--- src/rtl/sdram_arbiter_if.sv ---
// Bundle of the requester and SDRAM-controller signals around the arbiter.
// The master side drives requests and SDRAM responses; the arbiter takes the slave side.
interface sdram_arbiter_if #(
    parameter int ADDR_W = 23,
    parameter int DATA_W = 32
);
    logic              play_read;
    logic [ADDR_W-1:0] play_addr;
    logic [DATA_W-1:0] play_readdata;
    logic              play_finished;

    logic              rec_read;
    logic              rec_write;
    logic [ADDR_W-1:0] rec_addr;
    logic [DATA_W-1:0] rec_writedata;
    logic [DATA_W-1:0] rec_readdata;
    logic              rec_finished;

    logic              sdram_read;
    logic              sdram_write;
    logic [ADDR_W-1:0] sdram_addr;
    logic [DATA_W-1:0] sdram_writedata;
    logic [DATA_W-1:0] sdram_readdata;
    logic              sdram_finished;

    logic [1:0]        arb_grant;
    logic              arb_timeout;

    modport master (
        output play_read, play_addr,
        output rec_read, rec_write, rec_addr, rec_writedata,
        output sdram_readdata, sdram_finished,
        input  play_readdata, play_finished,
        input  rec_readdata, rec_finished,
        input  sdram_read, sdram_write, sdram_addr, sdram_writedata,
        input  arb_grant, arb_timeout
    );

    modport slave (
        input  play_read, play_addr,
        input  rec_read, rec_write, rec_addr, rec_writedata,
        input  sdram_readdata, sdram_finished,
        output play_readdata, play_finished,
        output rec_readdata, rec_finished,
        output sdram_read, sdram_write, sdram_addr, sdram_writedata,
        output arb_grant, arb_timeout
    );
endinterface

--- src/rtl/sdram_arbiter.sv ---
// Round-robin arbiter sharing one SDRAM controller port between playback (read-only)
// and recording (read/write), with a watchdog that releases a hung access.
module sdram_arbiter #(
    parameter int ADDR_W  = 23,
    parameter int DATA_W  = 32,
    parameter int TIMEOUT = 1023
) (
    input  logic            i_clk,
    input  logic            i_rst_n,
    sdram_arbiter_if.slave  bus
);
    localparam int CNT_W = $clog2(TIMEOUT + 1);
    localparam logic [CNT_W-1:0] TIMEOUT_C = CNT_W'(TIMEOUT);

    localparam logic [1:0] GRANT_PLAY = 2'b01;
    localparam logic [1:0] GRANT_REC  = 2'b10;

    typedef enum logic {
        S_IDLE,
        S_BUSY
    } state_e;

    state_e            state_q,   state_d;
    logic [1:0]        grant_q,   grant_d;
    logic              last_rec_q, last_rec_d;
    logic              cmd_rd_q,  cmd_rd_d;
    logic              cmd_wr_q,  cmd_wr_d;
    logic [ADDR_W-1:0] addr_q,    addr_d;
    logic [DATA_W-1:0] wdata_q,   wdata_d;
    logic [CNT_W-1:0]  cnt_q,     cnt_d;
    logic              timeout_q, timeout_d;

    logic              req_p;
    logic              req_r;
    logic [CNT_W-1:0]  cnt_inc;

    assign req_p   = bus.play_read;
    assign req_r   = bus.rec_read | bus.rec_write;
    assign cnt_inc = cnt_q + 1'b1;

    always_comb begin
        // NOTE: every next-state value defaults to its current value first so no path leaves it unassigned (no latches).
        state_d    = state_q;
        grant_d    = grant_q;
        last_rec_d = last_rec_q;
        cmd_rd_d   = cmd_rd_q;
        cmd_wr_d   = cmd_wr_q;
        addr_d     = addr_q;
        wdata_d    = wdata_q;
        cnt_d      = cnt_q;
        timeout_d  = 1'b0;

        unique case (state_q)
            S_IDLE: begin
                cnt_d = '0;
                // On a tie, the requester that was not served last wins.
                if (req_p && (!req_r || last_rec_q)) begin
                    state_d  = S_BUSY;
                    grant_d  = GRANT_PLAY;
                    cmd_rd_d = 1'b1;
                    cmd_wr_d = 1'b0;
                    addr_d   = bus.play_addr;
                    wdata_d  = '0;
                end else if (req_r) begin
                    state_d  = S_BUSY;
                    grant_d  = GRANT_REC;
                    cmd_rd_d = bus.rec_read;
                    cmd_wr_d = bus.rec_write;
                    addr_d   = bus.rec_addr;
                    wdata_d  = bus.rec_writedata;
                end
            end

            S_BUSY: begin
                if (bus.sdram_finished || cnt_inc == TIMEOUT_C) begin
                    state_d    = S_IDLE;
                    last_rec_d = grant_q[1];
                    grant_d    = '0;
                    cmd_rd_d   = 1'b0;
                    cmd_wr_d   = 1'b0;
                    cnt_d      = '0;
                    timeout_d  = !bus.sdram_finished;
                end else begin
                    cnt_d = cnt_inc;
                end
            end

            default: state_d = S_IDLE;
        endcase
    end

    always_ff @(posedge i_clk or negedge i_rst_n) begin
        if (!i_rst_n) begin
            state_q    <= S_IDLE;
            grant_q    <= '0;
            last_rec_q <= 1'b1;
            cmd_rd_q   <= 1'b0;
            cmd_wr_q   <= 1'b0;
            addr_q     <= '0;
            wdata_q    <= '0;
            cnt_q      <= '0;
            timeout_q  <= 1'b0;
        end else begin
            // NOTE: non-blocking updates so every flop samples the pre-edge values computed above.
            state_q    <= state_d;
            grant_q    <= grant_d;
            last_rec_q <= last_rec_d;
            cmd_rd_q   <= cmd_rd_d;
            cmd_wr_q   <= cmd_wr_d;
            addr_q     <= addr_d;
            wdata_q    <= wdata_d;
            cnt_q      <= cnt_d;
            timeout_q  <= timeout_d;
        end
    end

    assign bus.sdram_read      = cmd_rd_q;
    assign bus.sdram_write     = cmd_wr_q;
    assign bus.sdram_addr      = addr_q;
    assign bus.sdram_writedata = wdata_q;
    assign bus.arb_grant       = grant_q;
    assign bus.arb_timeout     = timeout_q;

    // Completion is routed straight through so the requester sees it in the SDRAM's own cycle.
    assign bus.play_finished = bus.sdram_finished & grant_q[0] & (state_q == S_BUSY);
    assign bus.rec_finished  = bus.sdram_finished & grant_q[1] & (state_q == S_BUSY);
    assign bus.play_readdata = bus.sdram_readdata;
    assign bus.rec_readdata  = bus.sdram_readdata;
endmodule
--- src/flat_wrapper.sv ---
// flat-port wrapper written by rule: the top's interface ports become plain ports
module sdram_arbiter_flat 
#(
    parameter int ADDR_W  = 23,
    parameter int DATA_W  = 32,
    parameter int TIMEOUT = 1023
)
  (i_clk, i_rst_n, bus_play_read, bus_play_addr, bus_rec_read, bus_rec_write, bus_rec_addr, bus_rec_writedata, bus_sdram_readdata, bus_sdram_finished, bus_play_readdata, bus_play_finished, bus_rec_readdata, bus_rec_finished, bus_sdram_read, bus_sdram_write, bus_sdram_addr, bus_sdram_writedata, bus_arb_grant, bus_arb_timeout);
  sdram_arbiter_if #(.ADDR_W(ADDR_W), .DATA_W(DATA_W)) bus_i ();
  input  logic i_clk;
  input  logic i_rst_n;
  input wire logic [$bits(bus_i.play_read)-1:0] bus_play_read;
  input wire logic [$bits(bus_i.play_addr)-1:0] bus_play_addr;
  input wire logic [$bits(bus_i.rec_read)-1:0] bus_rec_read;
  input wire logic [$bits(bus_i.rec_write)-1:0] bus_rec_write;
  input wire logic [$bits(bus_i.rec_addr)-1:0] bus_rec_addr;
  input wire logic [$bits(bus_i.rec_writedata)-1:0] bus_rec_writedata;
  input wire logic [$bits(bus_i.sdram_readdata)-1:0] bus_sdram_readdata;
  input wire logic [$bits(bus_i.sdram_finished)-1:0] bus_sdram_finished;
  output wire logic [$bits(bus_i.play_readdata)-1:0] bus_play_readdata;
  output wire logic [$bits(bus_i.play_finished)-1:0] bus_play_finished;
  output wire logic [$bits(bus_i.rec_readdata)-1:0] bus_rec_readdata;
  output wire logic [$bits(bus_i.rec_finished)-1:0] bus_rec_finished;
  output wire logic [$bits(bus_i.sdram_read)-1:0] bus_sdram_read;
  output wire logic [$bits(bus_i.sdram_write)-1:0] bus_sdram_write;
  output wire logic [$bits(bus_i.sdram_addr)-1:0] bus_sdram_addr;
  output wire logic [$bits(bus_i.sdram_writedata)-1:0] bus_sdram_writedata;
  output wire logic [$bits(bus_i.arb_grant)-1:0] bus_arb_grant;
  output wire logic [$bits(bus_i.arb_timeout)-1:0] bus_arb_timeout;
  assign bus_i.play_read = bus_play_read;
  assign bus_i.play_addr = bus_play_addr;
  assign bus_i.rec_read = bus_rec_read;
  assign bus_i.rec_write = bus_rec_write;
  assign bus_i.rec_addr = bus_rec_addr;
  assign bus_i.rec_writedata = bus_rec_writedata;
  assign bus_i.sdram_readdata = bus_sdram_readdata;
  assign bus_i.sdram_finished = bus_sdram_finished;
  assign bus_play_readdata = bus_i.play_readdata;
  assign bus_play_finished = bus_i.play_finished;
  assign bus_rec_readdata = bus_i.rec_readdata;
  assign bus_rec_finished = bus_i.rec_finished;
  assign bus_sdram_read = bus_i.sdram_read;
  assign bus_sdram_write = bus_i.sdram_write;
  assign bus_sdram_addr = bus_i.sdram_addr;
  assign bus_sdram_writedata = bus_i.sdram_writedata;
  assign bus_arb_grant = bus_i.arb_grant;
  assign bus_arb_timeout = bus_i.arb_timeout;
  sdram_arbiter #(.ADDR_W(ADDR_W), .DATA_W(DATA_W), .TIMEOUT(TIMEOUT)) u_core (.i_clk(i_clk), .i_rst_n(i_rst_n), .bus(bus_i));
endmodule
--- config.mk ---
export PLATFORM = sky130hd
export DESIGN_NAME = sdram_arbiter_flat
export DESIGN_NICKNAME = d
export VERILOG_FILES = /design/src/rtl/sdram_arbiter_if.sv /design/src/rtl/sdram_arbiter.sv /design/src/flat_wrapper.sv
export SDC_FILE = /design/constraint.sdc
export NUM_CORES = 1
export LEC_CHECK = 0
export BUFFER_PORTS_ARGS = -buffer_cell sky130_fd_sc_hd__buf_2
export CAP_MARGIN = 10
export CORE_ASPECT_RATIO = 1.5
export CORE_UTILIZATION = 38
export CTS_CLUSTER_SIZE = 16
export DETAILED_ROUTE_END_ITERATION = 7
export PLACE_DENSITY = 0.77
export SLEW_MARGIN = 15
export SYNTH_ARGS = -nofsm -noshare
export SYNTH_HDL_FRONTEND = slang
export SYNTH_SLANG_ARGS = --single-unit
export TNS_END_PERCENT = 30
--- constraint.sdc ---
create_clock -name i_clk -period 2.3 [get_ports i_clk]
set_input_delay 0 -clock i_clk [delete_from_list [all_inputs] [get_ports i_clk]]
set_output_delay 0 -clock i_clk [all_outputs]
set_load 0.1 [all_outputs]
Word-level counts from Yosys, hierarchy flattened
Index checks and enable logic that the tools add are counted.
Widths: inputs -> output; s select.
Word-level totals
  register bits: 72
  input bits: 116
  logic and storage cells: 51
Cells by class
  $add $sub $neg: 1
  equality and inequality tests: 3
  multiplexer cells: 23
  bitwise operators: 6
  reduce and logical (&&, ||, !) cells: 9
Operators with widths (number)
  $mux 32: 2
  $mux 23: 2
  $pmux 10 s2: 1
  $add 10x1->10 const B: 1
  $eq 10x10->1 const B: 1
  $mux 1: 10
  $mux 10: 1
  $mux 2: 3
  $pmux 1 s2: 3
  $reduce_and 2->1: 3
  $and 1x1->1: 4
  $pmux 2 s2: 1
  $ne 3x1->1 const B: 1
  $logic_not 1->1: 2
  $logic_or 1x1->1: 2
  $ne 2x2->1 const B: 1
  $reduce_bool 2->1: 1
  $logic_and 1x1->1: 1
  $not 1->1: 1
  $or 1x1->1: 1

Longest topological paths before layout
Gate-level depths: netlist (run 1).
  depth in word-level cells: 6
  mapped depth: 9
  depth with buffers taken out: 6

Worst setup path before layout (run 1)
OpenSTA, ideal clock, no wires.
  path kind: reg2reg
  from: reg u_core.cnt_q[0]
  to: reg u_core.grant_q[0], in the netlist u_core.bus.arb_grant[0]
  library setup time: 134 ps
  arrival: 2179 ps
  path slack: -13 ps
  stages on the path, launching flop included: 10
  path through: dfrtp_1 -> ha_1 -> buf_6 -> or3b_1 -> or4_1 -> and4_1 -> and3b_1 -> buf_6 -> buf_12 -> o22ai_1
On the way
  cells in the longest elaborated chain, start to end: 5
RTL lines
  start, declared: line sdram_arbiter.sv:30  | logic [CNT_W-1:0] cnt_q, cnt_d;
  start signal, assigned: line sdram_arbiter.sv:112  | cnt_q <= cnt_d;
  $add 10x1->10: line sdram_arbiter.sv:39  | assign cnt_inc = cnt_q + 1'b1;
  $eq 10x10->1: line sdram_arbiter.sv:75  | if (bus.sdram_finished || cnt_inc == TIMEOUT_C) begin
  $logic_or 1x1->1: line sdram_arbiter.sv:75
  $ne 2x2->1 (no line)
  $reduce_and 2->1 (no line)
  end signal, assigned: line sdram_arbiter.sv:106  | grant_q <= grant_d;
  end, declared: line sdram_arbiter.sv:24  | logic [1:0] grant_q, grant_d;
No other way between the ends.
A chain may end at the register's enable or synchronous reset.

Worst setup path after layout (run 1)
Ends and elaborated chain as after synthesis.

==> results of run 1 <==
worst max-delay path: stages (launching register included):
cell      delay [ps]
dfrtp_1          380
ha_2             180
or3b_1           370
or4_1            410
and4_4           210
and3b_2          260
clkbuf_4         190
o22ai_1           80
where the power goes:
| part | total [W] | internal [W] | switching, W |
|---|---|---|---|
| Sequential | 0.00206 | 0.00177 | 0.000296 |
| Clock | 0.00131 | 0.000739 | 0.000574 |
| Combinational | 0.00568 | 0.00113 | 0.00455 |
per-stage QoR:
stage / util [%] / hold WS, ps / setup slack [ps] / cells
after global placement: 43.1 / 1.05 / 120 / 543
after detailed placement: 43.1 / 1.05 / 57.3 / 543
after floorplan: - / -296 / 10.5 / 363
after global routing: 55.0 / 0.243 / 20.5 / 641
final: 55.0 / 0.0674 / 83.8 / 641
after CTS: 54.8 / 1.05 / 46.7 / 640
worst paths after layout:
kind / startpoint / slack, ps / depth (start not counted) / to
max: u_core.cnt_q[0] / 80 / 7 / u_core.bus.arb_grant[0]
min reg2reg: u_core.bus.sdram_writedata[0] / 500 / 1 / u_core.bus.sdram_writedata[0]
max reg2reg: u_core.cnt_q[0] / 80 / 7 / u_core.bus.arb_grant[0]
min in group asynchronous: i_rst_n / 340 / 2 / u_core.bus.sdram_writedata[28]
min: bus_sdram_readdata[31] / 0.07 / 0 / bus_play_readdata[31]
max in group asynchronous: i_rst_n / 1370 / 2 / u_core.bus.sdram_writedata[3]
state kept, by name, summed over array words and instances, names as in the netlist:
name	flops
u_core.bus.sdram_writedata	32
u_core.bus.sdram_addr	23
u_core.cnt_q	10
u_core.bus.arb_grant	2
u_core.bus.arb_timeout	1
u_core.bus.sdram_read	1
u_core.bus.sdram_write	1
u_core.last_rec_q	1
u_core.state_q	1
cell usage after synthesis (2+ instances only):
cell type	n	area share, %
or3_2	2	0.41
a211oi_1	4	0.83
nand2_1	53	5.5
nand3_1	4	0.55
ha_1	2	0.69
inv_1	3	0.31
buf_6	3	0.93
o21ai_0	2	0.28
xor2_1	7	1.7
nand3b_1	4	0.83
nor2_1	27	2.8
nor3_1	9	1.2
dfrtp_1	71	49
a22o_1	32	7.7
nand4_1	3	0.52
a31oi_1	24	4.1
buf_4	64	13
clkbuf_1	18	1.9
and3_1	2	0.35
o22ai_1	4	0.69
routing by layer:
metal | part of all wire, % | global-route usage (%) | up-vias
met3 | 12 | 13.9 | 48
met5 | 0 | 0 | -
li1 | - | - | 1516
met1 | 33 | 23.2 | 1647
met2 | 50 | 39.9 | 148
met4 | 4.3 | 12.7 | 0
layout make-up:
cell class / count / area, µm² / share of cell area (%)
sequential: 72 / 1800 / 35.4
timing repair buffer: 237 / 1630 / 31.9
multi-input combinational: 201 / 1230 / 24.2
clock buffer: 9 / 225 / 4.42
tap: 112 / 140 / 2.75
clock inverter: 7 / 53.8 / 1.06
inverter: 3 / 11.3 / 0.221
timing repair:
action,CTS,global route
setup endpoints to repair,0,10
hold endpoints to repair,130,0
setup buffers,0,0
resized for setup,0,4
hold buffers,81,0
kinds of logic after synthesis:
kind of cell / count (synthesis) / share of synthesized area, %
AO/OA/AOI/OAI: 74 / 15.3
XOR/XNOR: 8 / 1.94
adder cells (fa/ha/maj): 2 / 0.691
flip-flops: 72 / 49.8
AND/OR/NAND/NOR: 117 / 15.2
buffers and inverters: 90 / 17.0
==> metrics.md, run 1 <==
| Metric | Value |
|---|---|
| Outcome | finished, final reports clean |
| Clock Tree Buf Depth | 2 |
| Asr flop ratio synth | between 90% and 100% |
| Minimum clock period | about 2200 ps |
| Worst hold path class | input port to output pin |
| CTS clock-pin slew for the worst setup and hold paths | ~60 ps |
| Core ar. | 9250 µm² |
| Cell count after synthesis | 363 |
| Measured slew at the worst slew-check pin | roughly 910 ps |
| Htree depth | 3 |
| Power per standard cell area | 1780 nW/µm² |
| Crit end category | flop |
| Area after DPL | 3990 µm² |
| DRT iter0 DRCs | 203 |
| Final Net Count | 642 |
| CP Class | flop to flop |
| Worst IR Drop VDD | 1140 µV |
| CP startpoint kind | flop |
| Die Y | around 120 µm |
| Final Cell Area | 5090 µm² |
| RSZ-0062 raised after global routing | false |
| Syn. warnings | 0 |
| Hold Vio Cnt, Final | 0 |
| WL per Instance | roughly 18 µm |
| Fill cells | 796 |
| DRT Wirelength | between 10 and 15 mm |
| Num CTS Buffers | 9 |
| Global-route wire length before repair | 17.4 mm |
| Fmax | 451 MHz |
| CP required | ~2500 ps |
| Sequential fraction of the synthesis area | between 40% and 50% |
| Pleak | 2.45 nW |
| Fin crit share | between 90% and 100% |
| Clock latency on the worst-skew pair | 340 ps |
| Number of global-route vias before repair | about 3300 |
| Remaining DRCs | 0 |
| Clk_skew | 9.85 ps |
| Syn Nets | 481 |
| Post-Route Setup TNS | 0 ps |
| Commonest non-fill, non-tap cell in the layout | buf_2 |
| Total gr overflow | 0 |
| Most frequent cells in the layout | 144 x buf_2, 81 x dlygate4sd3_1, 71 x dfrtp_1 |
| Max FO, Critical Path | 6 |
| Post-synth EDFFs | 0 |
| Mapped cell area | 3620 µm² |
| Die footprint | 9930 µm² |
| Synth cell types | 45 |
| IO Pins | about 240 |
| DR vias/cell | 5.24 |
| Register bit total from synthesis | 72 |
| Site Rows | 43 |
| Area delta synth->final | 40.6% |
| Number of port buffers | 145 |
| Top_reg_cell synth | dfrtp_1 |
| Crit path DAT | approximately 2400 ps |
| Avg Synthesized Cell Area | roughly 10 µm² |
| Largest net degree at the start of global routing | 73 |
| CTS tree | done |
| Layout cell share with drive strength beyond 1 | 35.2% |
| Initial core utilization | 39.1% |
| DP Wirelength | 7.43 mm |
| Die W | between 80 and 90 µm |
| Ant. Diodes | 0 |
| Routed Antenna Nets | 0 |
| Routed vias | 3359 |
| CTS root buffer | clkbuf_16 |
| Initial antenna violation count | 0 |
| Max-capacitance violation count | 0 |
| GPL Wtd Cong | around 0.86 |
| Final Total Pwr | just over 0.009 W |
| Slew Viols, Final | 0 |
| Max-Slew Margin vs Limit | 39.1% |
| Clock sink total | 72 |
| Final setup fails | 0 |
| DR pass1 iterations | 4 |
| Total GRT Usage | 24.1% |
Note: power is estimated with default switching activity, not from simulation.
==> inputs of run 2 (changes only) <==
clock period = 1.8 ns   (was 2.3 ns; I/O delays follow)
==> metrics.md, run 2 (synthesis gave the netlist of run 1 again) <==
| Metric | Value |
|---|---|
| Outcome | finished with violations (was finished, final reports clean) |
| Failing checks | negative setup slack |
| Power Internal | 0.00477 W (was 0.00363 W) |
| Clock Tree Buf Depth | 2 (unchanged) |
| Power per standard cell area | 2170 nW/µm² (was 1780 nW/µm²) |
| Area delta synth->final | 47.1% (was 40.6%) |
| Num CTS Buffers | 9 (unchanged) |
| Clock latency on the worst-skew pair | 330 ps (was 340 ps) |
| Max-Slew Margin vs Limit | 40.6% (was 39.1%) |
| Die footprint | 9930 µm² (unchanged) |
| Seq pwr share | 22.8% (about the same) |
| DRT Wirelength | 11.6 mm (was 11.7 mm) |
| DR pass1 iterations | 4 (unchanged) |
| Psw | 0.00681 W (was 0.00542 W) |
| Crit path DAT | 2330 ps (was 2420 ps) |
| Final setup fails | 17 (was 0) |
| Clock share of power | 16.9% (was 14.5%) |
| Max-capacitance violation count | 0 (unchanged) |
| CTS tree | done (unchanged) |
| Die W | 81.7 µm (unchanged) |
| Global-route wire length before repair | 17.5 mm (was 17.4 mm) |
| Crit end category | flop (unchanged) |
| Clock sink total | 72 (unchanged) |
| Measured slew at the worst slew-check pin | 891 ps (was 913 ps) |
| Hold Crit Depth | 0 (unchanged) |
| Core ar. | 9250 µm² (unchanged) |
| Slew Viols, Final | 0 (unchanged) |
| Initial core utilization | 39.1% (unchanged) |
| IO Pins | 242 (unchanged) |
| Post-Route Setup TNS | -5440 ps (was 0 ps) |
| RSZ-0062 raised after global routing | true (was false) |
| Routed Antenna Nets | 0 (unchanged) |
| Number of global-route vias before repair | 3437 (was 3330) |
| Total GRT Usage | 24.0% (was 24.1%) |
| Layout cell share with drive strength beyond 1 | 37.7% (was 35.2%) |
| CTS root buffer | clkbuf_16 (unchanged) |
| Clk_skew | 4.29 ps (was 9.85 ps) |
| DP Wirelength | 7.50 mm (was 7.43 mm) |
| CP required | 1990 ps (was 2510 ps) |
| Initial antenna violation count | 0 (unchanged) |
| Min setup slack post-route | -342 ps (was 83.8 ps) |
| Post-Layout Cell Count | 659 (was 641) |
| Remaining DRCs | 0 (unchanged) |
| Final Net Count | 660 (was 642) |
| Minimum clock period | 2140 ps (was 2220 ps) |
| Site Rows | 43 (unchanged) |
| Largest net degree at the start of global routing | 73 (unchanged) |
| CTS clock-pin slew for the worst setup and hold paths | 60 ps (about the same) |
| R2R cell count | 7 (unchanged) |
| Ant. Diodes | 0 (unchanged) |
| Critical path's largest stage delay | 390 ps (was 410 ps) |
| CP Class | flop to flop (unchanged) |
| Max FFs per register | 32 (unchanged) |
| WL per Instance | 17.6 µm (was 18.3 µm) |
| Pleak | 2.60 nW (was 2.45 nW) |
| DR vias/cell | 5.14 (was 5.24) |
| GPL Wtd Cong | 0.870 (was 0.861) |
| Total gr overflow | 0 (unchanged) |
| DRT iter0 DRCs | 177 (was 203) |
| Placed cell count | 559 (was 543) |
| Fmax | 467 MHz (was 451 MHz) |
| Most frequent cells in the layout | 144 x buf_2, 81 x dlygate4sd3_1, 71 x dfrtp_1 (unchanged) |
| Routed vias | 3385 (was 3359) |
| Worst hold path class | input port to output pin (unchanged) |
| Worst IR Drop VDD | 1350 µV (was 1140 µV) |
| Sw frac | 58.8% (was 59.9%) |
| Combinational Power Share | 60.3% (was 62.7%) |
| Hold Vio Cnt, Final | 0 (unchanged) |
| Commonest non-fill, non-tap cell in the layout | buf_2 (unchanged) |
| Max FO, Critical Path | 5 (was 6) |
| Fin Hold WS | 0.0674 ps (about the same) |
| Number of port buffers | 145 (unchanged) |
| Htree depth | 3 (unchanged) |
| Crit-path slowest cell | or4_1 (unchanged) |
| Die Y | 122 µm (unchanged) |
| CP startpoint kind | flop (unchanged) |
| Fin crit share | 119% (was 96.4%) |
| Crit-path cells | ha_2 > or3b_1 > or4_1 > and4_1 > and3b_2 > buf_6 > o21ai_0 (was ha_2 > or3b_1 > or4_1 > and4_4 > and3b_2 > clkbuf_4 > o22ai_1) |
[run 2: cell count changes in the layout (fill, tap and decap cells not counted), sizes merged]
cell | previous run | this run
clkinv | 1 | 3
bufinv | 0 | 2
clkinvlp | 3 | 0
clkbuf | 10 | 11
buf | 155 | 174
inv | 6 | 3
[run 2: stage by stage]
step	total power, W	setup slack, ps	util, %	cell area (µm²)
final	0.0116	-342	57.6	5330
after CTS	0.0116	-312	57.4	5310
after global routing	0.0120	-421	57.6	5330
after floorplan	0.00884	-464	-	3620
after global placement	0.00935	-301	44.6	4130
after detailed placement	0.00943	-337	44.6	4130
[run 2: final timing paths]
path | startpoint | to | slack, ps
setup / recovery | u_core.cnt_q[0] | u_core.state_q | -340
hold / removal | bus_sdram_readdata[31] | bus_rec_readdata[31] | 0.07
setup reg to reg | u_core.cnt_q[0] | u_core.state_q | -340
hold reg to reg | u_core.bus.sdram_writedata[31] | u_core.bus.sdram_writedata[31] | 500
max in group asynchronous | i_rst_n | u_core.bus.sdram_addr[12] | 880
min in group asynchronous | i_rst_n | u_core.bus.sdram_writedata[26] | 350
[run 2: routing by layer]
metal | vias up | wire (µm) | track usage [%]
met3 | 57 | 1220 | 11.2
li1 | 1552 | - | -
met4 | 0 | 641 | 13.9
met5 | - | 0 | 0
met2 | 152 | 5820 | 40.5
met1 | 1624 | 3910 | 23.6
[run 2: what timing repair did]
action	4_1_cts	5_1_grt
hold endpoints to repair	129	0
pin swaps	1	4
gates resized for setup	4	3
buffers inserted	3	0
setup endpoints to repair	17	17
hold buffers	81	0
[run 2: layout make-up]
class	count	area, µm²
Clock inverter	5	78.8
Sequential cell	72	1800
Multi-Input combinational cell	201	1250
Tap cell	112	140
Inverter	3	11.3
Clock buffer	11	253
Timing Repair Buffer	255	1790
Fill cell	772	3930
[run 2: power groups by stage]
stage | registers, W | clock network (W) | logic (W)
after floorplan | 0.00708 | 0 | 0.00177
after global placement | 0.00263 | 0 | 0.00673
after detailed placement | 0.00264 | 0 | 0.00679
after CTS | 0.00263 | 0.00201 | 0.00694
after global routing | 0.00272 | 0.00207 | 0.00720
final | 0.00264 | 0.00196 | 0.00698
[run 2: worst max-delay path, delay by kind of cell, from the launching register on]
kind,cells,cell delay [ps]
buf+inv,1,120
simple gates,4,1230
flops,1,380
fa+ha+maj,1,190
compound gates,1,80
